File: src/rtl/rheed_pkg.sv
// Shared constants and beat layout for the RHEED result packer.
package rheed_pkg;
  localparam int RESULT_W       = 40;
  localparam int BEAT_W         = 256;
  localparam int SLOTS_PER_BEAT = 6;
  localparam int CNT_LSB        = 240;
  localparam int IDX_LSB        = 244;

  typedef struct packed {
    logic [11:0]          frame_idx;
    logic [3:0]           count;
    logic [5:0][39:0]     slot;
  } rheed_beat_t;
endpackage

File: src/rtl/axis_out_reg.sv
// One-entry AXI-Stream output register: load fills it, a ready handshake drains it.
module axis_out_reg #(
  parameter int W = 256
) (
  input  logic         clk,
  input  logic         rst,
  input  logic         load,
  input  logic [W-1:0] load_data,
  input  logic         load_last,
  input  logic         drain,
  output logic         valid,
  output logic [W-1:0] data,
  output logic         last
);
  logic         valid_q, valid_d;
  logic [W-1:0] data_q, data_d;
  logic         last_q, last_d;

  // A load wins over a drain on the same cycle: the new beat replaces the old one.
  always_comb begin
    valid_d = valid_q;
    data_d  = data_q;
    last_d  = last_q;
    if (load) begin
      valid_d = 1'b1;
      data_d  = load_data;
      last_d  = load_last;
    end else if (valid_q && drain) begin
      valid_d = 1'b0;
    end
  end

  always_ff @(posedge clk or posedge rst) begin
    if (rst) begin
      valid_q <= 1'b0;
      data_q  <= '0;
      last_q  <= 1'b0;
    end else begin
      valid_q <= valid_d;
      data_q  <= data_d;
      last_q  <= last_d;
    end
  end

  assign valid = valid_q;
  assign data  = data_q;
  assign last  = last_q;
endmodule

File: src/rtl/rheed_result_packer.sv
// Packs 40-bit CNN results six to a 256-bit beat, with slot count, frame index and tlast.
module rheed_result_packer
  import rheed_pkg::*;
#(
  parameter int RESULTS_PER_FRAME = 1,
  parameter int FRAME_IDX_W       = 12
) (
  input  logic                   clk,
  input  logic                   reset,
  input  logic                   s_axis_tvalid,
  output logic                   s_axis_tready,
  input  logic [RESULT_W-1:0]    s_axis_tdata,
  output logic                   m_axis_tvalid,
  input  logic                   m_axis_tready,
  output logic [BEAT_W-1:0]      m_axis_tdata,
  output logic                   m_axis_tlast,
  output logic                   frame_done,
  output logic [FRAME_IDX_W-1:0] frame_idx
);
  localparam int RCW = (RESULTS_PER_FRAME > 1) ? $clog2(RESULTS_PER_FRAME) : 1;
  localparam logic [RCW-1:0] RES_LAST  = RCW'(RESULTS_PER_FRAME - 1);
  localparam logic [2:0]     SLOT_LAST = 3'(SLOTS_PER_BEAT - 1);

  logic [2:0]                                slot_cnt_q, slot_cnt_d;
  logic [RCW-1:0]                            res_cnt_q, res_cnt_d;
  logic [FRAME_IDX_W-1:0]                    frame_idx_q, frame_idx_d;
  logic [SLOTS_PER_BEAT-1:0][RESULT_W-1:0]   pack_q, pack_d, merged;
  logic                                      frame_done_q, frame_done_d;
  logic                                      s_hs, last_res, complete;
  logic [BEAT_W-1:0]                         beat;

  // Input stalls whenever the output is blocked, so a load never overwrites an undrained beat.
  assign s_axis_tready = !reset && (!m_axis_tvalid || m_axis_tready);

  always_comb begin
    s_hs     = s_axis_tvalid && s_axis_tready;
    last_res = (res_cnt_q == RES_LAST);
    complete = s_hs && ((slot_cnt_q == SLOT_LAST) || last_res);

    merged             = pack_q;
    merged[slot_cnt_q] = s_axis_tdata;

    beat                           = '0;
    beat[CNT_LSB-1:0]              = merged;
    beat[CNT_LSB +: 4]             = {1'b0, slot_cnt_q} + 4'd1;
    beat[IDX_LSB +: FRAME_IDX_W]   = frame_idx_q;

    slot_cnt_d  = slot_cnt_q;
    res_cnt_d   = res_cnt_q;
    frame_idx_d = frame_idx_q;
    pack_d      = pack_q;
    if (s_hs) begin
      if (complete) begin
        pack_d     = '0;
        slot_cnt_d = '0;
      end else begin
        pack_d     = merged;
        slot_cnt_d = slot_cnt_q + 3'd1;
      end
      if (last_res) begin
        res_cnt_d   = '0;
        frame_idx_d = frame_idx_q + 1'b1;
      end else begin
        res_cnt_d = res_cnt_q + 1'b1;
      end
    end

    frame_done_d = m_axis_tvalid && m_axis_tready && m_axis_tlast;
  end

  always_ff @(posedge clk or posedge reset) begin
    if (reset) begin
      slot_cnt_q   <= '0;
      res_cnt_q    <= '0;
      frame_idx_q  <= '0;
      pack_q       <= '0;
      frame_done_q <= 1'b0;
    end else begin
      slot_cnt_q   <= slot_cnt_d;
      res_cnt_q    <= res_cnt_d;
      frame_idx_q  <= frame_idx_d;
      pack_q       <= pack_d;
      frame_done_q <= frame_done_d;
    end
  end

  axis_out_reg #(.W(BEAT_W)) u_out (
    .clk       (clk),
    .rst       (reset),
    .load      (complete),
    .load_data (beat),
    .load_last (last_res),
    .drain     (m_axis_tready),
    .valid     (m_axis_tvalid),
    .data      (m_axis_tdata),
    .last      (m_axis_tlast)
  );

  assign frame_done = frame_done_q;
  assign frame_idx  = frame_idx_q;
endmodule

File: config.mk
export PLATFORM = sky130hd
export DESIGN_NAME = rheed_result_packer
export DESIGN_NICKNAME = d
export VERILOG_FILES = /design/src/rtl/rheed_pkg.sv /design/src/rtl/axis_out_reg.sv /design/src/rtl/rheed_result_packer.sv
export SDC_FILE = /design/constraint.sdc
export NUM_CORES = 1
export LEC_CHECK = 0
export CAP_MARGIN = 20
export CORE_ASPECT_RATIO = 0.7
export CORE_MARGIN = 3
export CORE_UTILIZATION = 58
export DETAILED_ROUTE_END_ITERATION = 8
export PLACE_DENSITY = 0.85
export SLEW_MARGIN = 20
export SYNTH_ARGS = -nofsm -noshare
export SYNTH_HDL_FRONTEND = slang
export SYNTH_SLANG_ARGS = --single-unit
File: constraint.sdc
create_clock -name clk -period 51.2 [get_ports clk]
set_input_delay 10.24 -clock clk [delete_from_list [all_inputs] [get_ports clk]]
set_output_delay 10.24 -clock clk [all_outputs]
set_load 0.02 [all_outputs]
---- Word level (Yosys, flattened, before mapping) ----
Index checks and enable logic that the tools add are counted.
word-level totals
  output and inout bits ................... 272
  word-level logic and storage cells ...... 41
  input port bits ......................... 44
  flip-flop bits (word level) ............. 515
cells by class
  add/subtract/negate cells ............... 4
  equality and inequality tests ........... 1
  $lt $le $gt $ge ......................... 2
  reduce and logical (&&, ||, !) cells .... 12
  bitwise operators ....................... 1
  muxes and demuxes ....................... 8
operators by type and width
  kind                   count
  $bwmux 240             1
  $mux 240               1
  $demux 40 s3           1
  $mux 40                1
  $add 12x1->12 const B  1
  $logic_and 1x1->1      6
  $add 3x1->4 const B    1
  $lt 3x4->1 const B     1
  $add 3x1->3 const B    1
  $eq 3x3->1 const B     1
  $ge 3x1->1 const B     1
  $mux 1                 3
  $mux 3                 1
  $logic_not 1->1        2
  $logic_or 1x1->1       2
  $reduce_and 2->1       1
  $reduce_bool 2->1      1
  $add 1x1->1 const B    1
  $not 1->1              1

---- Depth between registers and ports, before layout ----
Gate-level depths: netlist of the first run.
  word-level depth ........................ 6
  gate-level depth with buffers ........... 7
  gate-level depth less buffers ........... 4

---- Hierarchy ----
From an unflattened synthesis of the first run, not the netlist that was laid out.
unflattened totals
  cells, all modules ...................... 1402
  area total of the unflattened synthesis .. 21770.9 um^2
modules (own cells, without submodules)
  module               seq. area each (um^2)  area each (um^2)  cells an instance  times used
  rheed_result_packer  6406.1                 11335.9           855                1
  axis_out_reg         6456.2                 10435.0           547                1

---- Least setup slack after synthesis of the first run ----
Ideal clock, no wire load.
  kind .................................... in2out
  start ................................... input port reset
  end ..................................... output port s_axis_tready
  data required time ...................... 40.960 ns
  path buffers ............................ 0
  arrival time ............................ 21.931 ns
  cell stages on the path ................. 2
  path slack .............................. 19.029 ns
  cell sequence ........................... inv_1 > and2_1
on the way
  word-level cells in the longest chain between the ends .. 2
ends and longest elaborated chain
  element                    line                       text
  from (decl)                rheed_result_packer.sv:9   input logic reset,
  $logic_not 1->1 (no line)  -
  $logic_and 1x1->1          rheed_result_packer.sv:33  assign s_axis_tready = !reset && (!m_axis_tvalid || m_axis_tready);
  to (decl)                  rheed_result_packer.sv:11  output logic s_axis_tready,
No other way between the ends.

---- Final worst setup path of the first run ----
Ends and elaborated chain as after synthesis.

==> metrics, run 1 <==
run status complete, no violations; Num CTS Buffers 47; part of the Yosys area used for sequential elements between 60% and 70%; Mean Syn Cell Area a little over 10 sq um; Mapped Nets 2021; Iter 0 DRT Violations about 1900; commonest non-fill, non-tap cell in the layout dfrtp_1; H-tree levels 2; top cells by area, synth dfrtp_1 64%, a21oi_1 12%, and2_1 7.7%, nand2_1 5.5%, nor2_1 4.6%; critical path fanouts, max 43; Max Root-Sink Buffers 3; DRT Pass-1 Iters 6; vias per std cell roughly 5.7; CP required between 40000 and 50000 ps; ANT cells 0; setup TNS 0 ps; commonest non-fill, non-tap cells in the layout 514 x dfrtp_1, 470 x a21oi_1, 315 x clkdlybuf4s50_1; area grow syn2layout 22.9%; global route total overflow 0; clock root cell clkbuf_16; endpoints failing setup 0; Leakage roughly 11 nW; vias in the first global route about 15000; FP Rows 56; die area ~0.037 sq mm; Worst Hold Launch u_out.data[243]; Final Max Slew Viols 0; Hold Buf Count CTS 0; Power Density between 40 and 50 mW/mm^2; synthesized cell area about 0.020 sq mm; Syn. warnings 0; clock latency on the worst-skew pair between 500 and 600 ps; Synth Instances 1975; register bit count reported by yosys just over 500; initial antenna violation count 0; slew margin rel. 22.3%; post-DP HPWL about 32 mm; Core ar. between 0.03 and 0.04 sq mm; Hold Path Class register to register; Peak Freq approximately 0.045 GHz; worst hold endpoint u_out.data[243]; share of the synthesized area in the top cell type 64.1%; Critical Path AT about 12000 ps; average wire per standard cell about 20 um; Worst-path clk slew ~60 ps; crit path time final approximately 22000 ps; Resized cells post-CTS 0; die width between 200 and 250 um; RSZ-0062 raised after global routing no; CTS tree yes; count of cell types in the netlist 28; Final period util 43.1%; Post-CTS Setup Inserts 0; max cap viols 0; final hold vios 0; clock skew around 8.7 ps; Worst R2R Path Depth 7; layout cells sized above 1 about 4.8%; Antenna Violating Nets Remaining 0; CP Capture Type output port; Reg2Reg Launch Point u_out.valid; leading area contributor after synthesis dfrtp_1; CTS Sinks approximately 510; # IOs 316; RR Endpoint u_out.data[76]; Nets between 2000 and 2500; hold depth 2; WS Path Type input port to output port; final core utilization 73.0%; Port-buffer cells roughly 320; first-pass GRT wire length 85.4 mm; starting density of the core around three fifths; Least-Margin Pin Slew around 1200 ps; total wire length 54.3 mm; GR Util All Layers between 20% and 30%; detailed-route DRC error count 0; Die Y-Extent around 160 um; Startpoint Class input port; R2R setup slack approximately 48000 ps; largest net degree at the start of global routing approximately 280; Max rail drop VDD 27.4 uV; via count between 15000 and 20000; Final GP Congestion 0.834
-- sequential cells by signal, summed over array words and instances, names as in the netlist --
register and count:
u_out.last 1, frame_done 1, pack_q 240, slot_cnt_q 3
frame_idx 12, u_out.data 256, u_out.valid 1
-- Yosys cell counts --
master / count
xor2_1: 2
and3_1: 3
a21oi_1: 470
dfrtp_1: 514
or3_1: 1
and2b_1: 1
buf_6: 9
xnor2_1: 10
nor3_2: 3
clkbuf_2: 10
or2_2: 1
nand3_2: 1
and4_1: 2
nand3_1: 5
nor2_1: 244
clkbuf_1: 57
nor2b_4: 1
buf_4: 46
nand2_1: 294
a21oi_2: 10
nand2b_4: 1
nand2b_1: 2
buf_2: 31
o21ai_0: 3
and2_1: 247
nand4_1: 4
ha_1: 2
inv_1: 1
-- kinds of logic after synthesis --
logic type      count (synthesis)  share of synthesized area, %
flops                         514                          64.1
compound gates                483                          12.2
fa+ha+maj                       2                         0.125
simple gates                  810                          18.7
xor+xnor                       12                         0.524
buf+inv                       154                          4.33
-- routing by layer --
layer  share of wire, %  vias to the layer above  GRT usage (%)
li1                   -                     6823              -
met1                 42                     7791           41.5
met2                 47                      723           45.6
met3                8.0                      108           5.59
met4                2.4                        0           9.49
met5                  0                        -              0
-- per-stage QoR --
step	setup slack, ps	instances	power (W)	hold slack [ps]	instance area [sq um]
2_1_floorplan	19030	1975	0.000561	453	20100
3_5_place_dp	29110	2611	0.000657	462	23100
3_3_place_gp	29110	2611	0.000651	458	23100
5_1_grt	29050	2694	0.00103	493	24700
6_report	29120	2694	0.000999	483	24700
4_1_cts	29110	2692	0.00100	478	24600
-- where the power goes --
group | leakage [nW] | internal (W) | switching [W]
logic | 3.73 | 0.0000797 | 0.000104
registers | 6.64 | 0.000440 | 0.0000279
clock network | 0.738 | 0.000198 | 0.000149
-- worst max-delay path: stages --
cell and delay, ps:
clkdlybuf4s50_1 490, inv_8 270, and2_1 180, clkdlybuf4s50_1 600
-- worst max-delay path by stage --
stage	start	end	slack [ps]	cells past startpoint
after global placement	reset	s_axis_tready	29110	4
after floorplan	reset	s_axis_tready	19030	2
after CTS	reset	s_axis_tready	29110	4
final	reset	s_axis_tready	29120	4
after global routing	reset	s_axis_tready	29050	4
after detailed placement	reset	s_axis_tready	29110	4
-- area by class of cell --
cell class / instances / area [sq um]
flip-flops and latches: 514 / 12900
fillers: 2247 / 9110
multi-input cells: 1307 / 6380
repair buffers: 327 / 3320
clock buffers: 73 / 1410
well taps: 464 / 581
clock inverters: 8 / 93.8
inverters: 1 / 11.3
(Power assumes the default switching activity.)
==> inputs of run 2 (changes only) <==
Settings changed: CORE_UTILIZATION 58 to 54, PLACE_DENSITY 0.85 to 0.8.
Clock period 51.2 ns to 20.5 ns, I/O delays scaled along.
==> run 2 against run 1 <==
Register-to-register slack lost 30000 ps. Final cell count increased by 0.63%. Clock skew rose by 5.8 ps. Count of clock-buffer cells in the layout down 6. Largest power group unchanged.
==> metrics, run 2 (synthesis results as in run 1) <==
Worst-path clk slew 70 ps (was 60 ps); GR Util All Layers 26.9% (was 29.1%); Max rail drop VDD 65.0 uV (was 27.4 uV); run status complete, no violations (unchanged); Max Root-Sink Buffers 3 (unchanged); slew margin rel. 27.3% (was 22.3%); clock skew 14.5 ps (was 8.73 ps); Post-CTS Setup Inserts 0 (unchanged); largest net degree at the start of global routing 285 (was 277); first-pass GRT wire length 85.2 mm (was 85.4 mm); commonest non-fill, non-tap cell in the layout dfrtp_1 (unchanged); Iter 0 DRT Violations 1650 (was 1872); R2R setup slack 17510 ps (was 47670 ps); Final period util between 40% and 50%; Nets 2246 (was 2244); post-DP HPWL 31.9 mm (was 32.2 mm); Leakage 11.1 nW (about the same); Final GP Congestion 0.824 (was 0.834); Startpoint Class input port (unchanged); Peak Freq roughly 0.098 GHz; Num CTS Buffers 47 (unchanged); starting density of the core 55.3% (was 59.4%); Hold Buf Count CTS 0 (unchanged); ANT cells 0 (unchanged); Reg2Reg Launch Point u_out.valid (unchanged); Die Y-Extent 167 um (was 162 um); global route total overflow 0 (unchanged); initial antenna violation count 0 (unchanged); Critical Path Source reset (unchanged); Power Density 102 mW/mm^2 (was 40.5 mW/mm^2); Antenna Violating Nets Remaining 0 (unchanged); vias per std cell 5.61 (was 5.73); Resized cells post-CTS 0 (unchanged); CTS tree yes (unchanged); setup TNS 0 ps (unchanged); layout cells sized above 1 5.02% (was 4.80%); CP Capture Type output port (unchanged); Critical Path AT 6070 ps (was 11840 ps); H-tree levels 2 (unchanged); Filler cells 2623 (was 2247); # IOs 316 (unchanged); Hold Path Class register to register (unchanged); clock latency on the worst-skew pair 560 ps (about the same); vias in the first global route 15000 (was 15400); crit path to s_axis_tready (unchanged); Worst R2R Path Depth 6 (was 7); FP Rows 58 (was 56); Core ar. 0.0363 sq mm (was 0.0338 sq mm); pre-CTS setup slack 10310 ps (was 29110 ps); WS Path Type input port to output port (unchanged); final hold vios 0 (unchanged); die area 0.0395 sq mm (was 0.0369 sq mm); average wire per standard cell 19.9 um (was 20.2 um); Port-buffer cells 315 (unchanged); CP required 16400 ps (was 40960 ps); DRT Pass-1 Iters 5 (was 6); clock root cell clkbuf_16 (unchanged); crit path time final ~10000 ps; Power Total 0.00252 W (was 0.000999 W); area grow syn2layout 23.3% (was 22.9%); via count 15200 (was 15400); RSZ-0062 raised after global routing no (unchanged); die width 236 um (was 228 um); final setup margin 10330 ps (was 29120 ps); Final Max Slew Viols 0 (unchanged); critical path fanouts, max 109 (was 43); commonest non-fill, non-tap cells in the layout 514 x dfrtp_1, 470 x a21oi_1, 315 x clkdlybuf4s50_1 (unchanged); Least-Margin Pin Slew 1090 ps (was 1170 ps); CTS Sinks 514 (unchanged); max FFs per register 256 (unchanged); max cap viols 0 (unchanged); RR Endpoint u_out.data[44] (was u_out.data[76]); total wire length 53.8 mm (was 54.3 mm); endpoints failing setup 0 (unchanged); detailed-route DRC error count 0 (unchanged)
[run 2: per-layer routing]
layer	vias to the layer above	GRT usage [%]	wire length [um]
met1	7689	40.0	23700
met4	0	6.96	1070
met3	83	5.25	3940
met5	-	0	0
met2	609	41.2	25200
li1	6841	-	-
[run 2: cell type report]
| type | instances | area (sq um) | area share [%] |
|---|---|---|---|
| clock buffer | 67 | 1360 | 5.51 |
| clock inverter | 13 | 194 | 0.784 |
| inverter | 1 | 11.3 | 0.0455 |
| multi-input combinational | 1307 | 6390 | 25.8 |
| sequential | 514 | 12900 | 52.0 |
| tap | 480 | 601 | 2.43 |
| timing repair buffer | 329 | 3320 | 13.4 |
[run 2: critical path, cell delays in order]
cell and delay [ps]:
clkdlybuf4s50_1 490, inv_8 530, and2_1 220, clkdlybuf4s50_1 610
[run 2: how the worst min path moves through the flow]
stage	start	to	slack, ps	cells past startpoint
after floorplan	pack_q[0]	pack_q[0]	450	1
after global placement	u_out.data[252]	u_out.data[252]	460	2
after detailed placement	u_out.data[250]	u_out.data[250]	460	2
after CTS	u_out.data[252]	u_out.data[252]	480	2
after global routing	pack_q[25]	pack_q[25]	490	1
final	u_out.data[252]	u_out.data[252]	470	2
[run 2: metrics by stage]
step,area (sq um),utilization (%),hold WS [ps],std cells
CTS,24700,68.0,479,2709
global placement,23100,63.7,457,2629
finish,24700,68.2,474,2711
detailed placement,23100,63.7,462,2629
floorplan,20100,-,453,1975
global route,24700,68.2,494,2711
[run 2: power breakdown]
| part | internal, W | switching, W | total (W) | leakage (nW) |
|---|---|---|---|---|
| combinational | 0.000199 | 0.000256 | 0.000455 | 3.74 |
| sequential | 0.00110 | 0.0000704 | 0.00117 | 6.64 |
| clock | 0.000524 | 0.000370 | 0.000894 | 0.770 |
| total | 0.00182 | 0.000697 | 0.00252 | 11.1 |
